### src/rtl/clk_gen_pkg.sv
// Shared constants and types for the clock-generator downsampler slice.
// Imported by clk_gen_ds_counter and clk_gen_downsampler.
package clk_gen_pkg;

    localparam int unsigned clk_gen_ds_width_gp     = 8;
    localparam int unsigned clk_gen_ds_reset_div_lp = 0;

    // Level of the divided clock; the phase register is the clk_o flop itself.
    typedef enum logic {
        PHASE_LOW  = 1'b0,
        PHASE_HIGH = 1'b1
    } ds_phase_e;

endpackage

### src/rtl/clk_gen_ds_counter.sv
// Divide counter and 50%-duty toggle flop; flags the high->low boundary where
// a pending divide value may be swapped in without shortening any phase.
module clk_gen_ds_counter
    import clk_gen_pkg::*;
#(
    parameter int unsigned WIDTH = clk_gen_ds_width_gp
) (
    input  logic             clk_i,
    input  logic             async_reset_i,
    input  logic             apply_v_i,
    input  logic [WIDTH-1:0] apply_div_i,
    output logic             clk_o,
    output logic             boundary_o,
    output logic [WIDTH-1:0] cur_div_o
);

    localparam logic [WIDTH-1:0] RESET_DIV = WIDTH'(clk_gen_ds_reset_div_lp);

    logic [WIDTH-1:0] cnt_r;
    logic [WIDTH-1:0] div_r;
    ds_phase_e        phase_r;
    ds_phase_e        phase_n;
    logic             wrap;

    assign wrap = (cnt_r == div_r);

    always_ff @(posedge clk_i or posedge async_reset_i) begin
        if (async_reset_i) begin
            phase_r <= PHASE_LOW;
        end else begin
            phase_r <= phase_n;
        end
    end

    always_comb begin
        phase_n    = phase_r;
        boundary_o = 1'b0;
        case (phase_r)
            PHASE_LOW: begin
                if (wrap) begin
                    phase_n = PHASE_HIGH;
                end
            end
            PHASE_HIGH: begin
                if (wrap) begin
                    phase_n    = PHASE_LOW;
                    boundary_o = 1'b1;
                end
            end
            default: begin
                phase_n = PHASE_LOW;
            end
        endcase
    end

    // cnt_r restarts on the same edge a new div_r lands, so it never exceeds div_r.
    always_ff @(posedge clk_i or posedge async_reset_i) begin
        if (async_reset_i) begin
            cnt_r <= '0;
        end else if (wrap) begin
            cnt_r <= '0;
        end else begin
            cnt_r <= cnt_r + 1'b1;
        end
    end

    always_ff @(posedge clk_i or posedge async_reset_i) begin
        if (async_reset_i) begin
            div_r <= RESET_DIV;
        end else if (boundary_o && apply_v_i) begin
            div_r <= apply_div_i;
        end
    end

    assign clk_o     = (phase_r == PHASE_HIGH);
    assign cur_div_o = div_r;

endmodule

### src/rtl/clk_gen_downsampler.sv
// Programmable 50%-duty clock downsampler: valid/ready load of divide value N,
// applied only at the end of a full output period (period = 2*(N+1)).
module clk_gen_downsampler
    import clk_gen_pkg::*;
#(
    parameter int unsigned WIDTH = clk_gen_ds_width_gp
) (
    input  logic             clk_i,
    input  logic             async_reset_i,
    input  logic             ds_val_i,
    input  logic [WIDTH-1:0] ds_data_i,
    output logic             ds_ready_o,
    output logic             clk_o,
    output logic [WIDTH-1:0] cur_div_o
);

    logic [WIDTH-1:0] pend_r;
    logic             pend_v_r;
    logic             boundary;
    logic             accept;

    // Ready is a pure flop output; a value accepted now waits for the next boundary.
    assign ds_ready_o = ~pend_v_r;
    assign accept     = ds_val_i & ds_ready_o;

    always_ff @(posedge clk_i or posedge async_reset_i) begin
        if (async_reset_i) begin
            pend_r   <= '0;
            pend_v_r <= 1'b0;
        end else if (accept) begin
            pend_r   <= ds_data_i;
            pend_v_r <= 1'b1;
        end else if (boundary && pend_v_r) begin
            pend_v_r <= 1'b0;
        end
    end

    clk_gen_ds_counter #(
        .WIDTH(WIDTH)
    ) u_counter (
        .clk_i        (clk_i),
        .async_reset_i(async_reset_i),
        .apply_v_i    (pend_v_r),
        .apply_div_i  (pend_r),
        .clk_o        (clk_o),
        .boundary_o   (boundary),
        .cur_div_o    (cur_div_o)
    );

endmodule

### config.mk
export PLATFORM = sky130hd
export DESIGN_NAME = clk_gen_downsampler
export DESIGN_NICKNAME = d
export VERILOG_FILES = /design/src/rtl/clk_gen_pkg.sv /design/src/rtl/clk_gen_ds_counter.sv /design/src/rtl/clk_gen_downsampler.sv
export SDC_FILE = /design/constraint.sdc
export NUM_CORES = 1
export LEC_CHECK = 0
export ABC_CLOCK_PERIOD_IN_PS = 2700
export BUFFER_PORTS_ARGS = -buffer_cell sky130_fd_sc_hd__buf_2
export CORE_MARGIN = 4
export CORE_UTILIZATION = 41
export DETAILED_ROUTE_END_ITERATION = 6
export SLEW_MARGIN = 30
export SYNTH_ARGS = -nofsm -noshare
export SYNTH_HDL_FRONTEND = slang
export SYNTH_HIERARCHICAL = 1
export SYNTH_SLANG_ARGS = --single-unit
### constraint.sdc
create_clock -name clk_i -period 2.7 [get_ports clk_i]
set_input_delay 0.54 -clock clk_i [delete_from_list [all_inputs] [get_ports clk_i]]
set_output_delay 0.54 -clock clk_i [all_outputs]
set_load 0.01 [all_outputs]
==> metrics.txt <==
status complete, no violations; number of max-cap violations 0; Synth Register Bits 26; max layer used met4; fmax just under 500 MHz; gr usage total 11.96%; CORE AREA 2734 um2; Synth top area share 55.56%; fraction of layout cells with a size suffix above 1 40.54%; post-synthesis area per instance around 14 um2; Die X-Extent 61.45 um; cell type with the largest total area after synthesis dfrtp_1; Max-Slew Margin vs Limit 57.99%; FP Rows 19; register area share after synthesis 55.56%; Post-synth ARST share 100.0%; crit path max fanout 9; CTS clock-pin slew for the worst setup and hold paths around 140 ps; design area 1369 um2; drt total wl between 1500 and 2000 um; initial DRC count 9; largest net degree at the start of global routing 18; Crit path required time 2920 ps; met2 routed WL ~900 um; Hold WS between 150 and 200 ps; Routability Congestion 0.6563; Setup crit end kind register; Netlist cell types 21; Post-synth EDFFs 0; Tcrit/Tclk final 76.14%; Setup Buffers After CTS 0; Fin. Hold Viols 0; post-cts hold buffer count 0; power density over the cells approximately 1200 nW/um2; # DRC 0; CTS max path bufs 2; Critical Path Source Type register; vias in the first global route between 700 and 800; ant diodes 0; CTS Root Cell clkbuf_4; minimum clock period about 2100 ps; Final nets 125; number of vias per cell 5.099; clk sinks 26; final setup vio count 0; detailed placement HPWL 1544 um; most numerous cell in the Yosys netlist dfrtp_1; port bufs 20; Num CTS Buffers 3; unrepaired setup endpoints after global routing false; peak supply drop 668.9 uV; die area around 3800 um2; WS Path Type register to register; synth warn 6; H-tree Lvls 1; Syn Std Cell Area 1171 um2; DR pass1 iterations 3; placed inst area approximately 1300 um2; Pleak 0.0006814 uW; antenna violations before repair 0; grt ovf 0; Initial Utilization 42.84%; top cells by count, synth dfrtp_1 (26), xor2_1 (10), mux2_2 (8), mux2_4 (8), a21oi_1 (4); fillers 255; Clock Latency Late Sink approximately 320 ps; Worst Skew 6.779 ps; HP Class primary input to asynchronous set/reset pin; Crit path arrival time 2270 ps; cts repair resizes 0; Vias just over 700; Syn Inst Count 86; io pins 21; Final ANT Viol Nets 0; Area Overhead vs Synth 16.88%; Die Ht 61.45 um; Worst-Margin Slew 629.4 ps; Synth area leaders dfrtp_1 (56%), mux2_4 (10%), mux2_2 (7.7%); Fin Setup TNS 0 ps; wire per inst 13.58 um; met1 wire length 890 um; Slew Viols, Final 0; first-pass GRT wire length between 3000 and 4000 um; met3 wire len just under 80 um; CTS tree done; syn nets 99; dominant synthesized flop cell dfrtp_1
-- flip-flops by register name (all words and copies together) (netlist names) --
register             count
u_counter/clk_o          1
u_counter/cnt_r          8
u_counter/cur_div_o      8
pend_v_r                 1
pend_r                   8
-- layout by cell type (no fill, tap or decap) --
cell	Yosys	routed
dfrtp_1	26	26
buf_2	0	20
xor2_1	10	10
mux2_4	8	8
mux2_2	8	8
a21oi_1	4	4
inv_1	3	3
clkbuf_4	0	3
buf_4	0	3
nand2_1	3	3
nand3_1	3	3
o21ai_0	3	3
or3_1	3	3
a22oi_1	3	3
nor4_2	2	2
ha_1	2	2
nor2b_1	1	1
o21bai_1	1	1
bufinv_16	0	1
and2_1	1	1
xnor2_1	1	1
a21boi_0	1	1
nand4_1	1	1
-- area by class of cell --
cell class,count,area [um2],area share [%]
repair buffers,23,122.6,8.958
multi-input cells,55,493.0,36.01
clock buffers,3,22.52,1.645
well taps,31,38.79,2.834
inverters,3,11.26,0.8227
clock inverters,1,30.03,2.194
flip-flops and latches,26,650.6,47.53
-- worst max-delay path, cell delays in order (launching register included) --
cell     delay, ps
dfrtp_1        460
xor2_1         190
nor4_2         260
buf_4          190
and2_1         140
ha_1           170
nand2_1        210
mux2_2         340
-- power breakdown --
group | internal, uW | switching [uW]
clock | 150 | 115
combinational | 333 | 260
sequential | 568 | 164
-- stage by stage --
stage	std cells	total power [uW]	utilization [%]	worst slack, ps
after floorplan	86	1156	-	634.1
after global placement	138	1335	48.15	704.2
after detailed placement	138	1347	48.15	648.8
after CTS	142	1612	50.07	624.1
after global routing	142	1727	50.07	486.1
final	142	1590	50.07	644.2
-- cell families after synthesis --
family | count (synthesis) | synth area share, %
compound gates | 12 | 6.197
xor+xnor | 11 | 8.226
fa+ha+maj | 2 | 2.136
buf+inv | 5 | 2.350
flops | 26 | 55.56
mux | 16 | 17.95
simple gates | 14 | 7.586
-- per-layer routing --
| metal | vias up | track usage, % |
|---|---|---|
| met2 | 13 | 19.34 |
| met5 | - | 0 |
| li1 | 354 | - |
| met4 | 0 | 6.061 |
| met1 | 353 | 14.71 |
| met3 | 4 | 3.145 |
-- worst paths after layout --
check	from	endpoint	slack (ps)	cells after the start
max	u_counter/cnt_r[5]	u_counter/cur_div_o[2]	640	7
min reg2reg	u_counter/cnt_r[0]	u_counter/cnt_r[0]	520	1
min in group clk_i	ds_data_i[4]	pend_r[4]	440	2
min	async_reset_i	pend_r[3]	160	2
max reg2reg	u_counter/cnt_r[5]	u_counter/cur_div_o[2]	640	7
max in group asynchronous	async_reset_i	u_counter/cnt_r[3]	2000	2
Note: power is estimated with default switching activity, not from simulation.
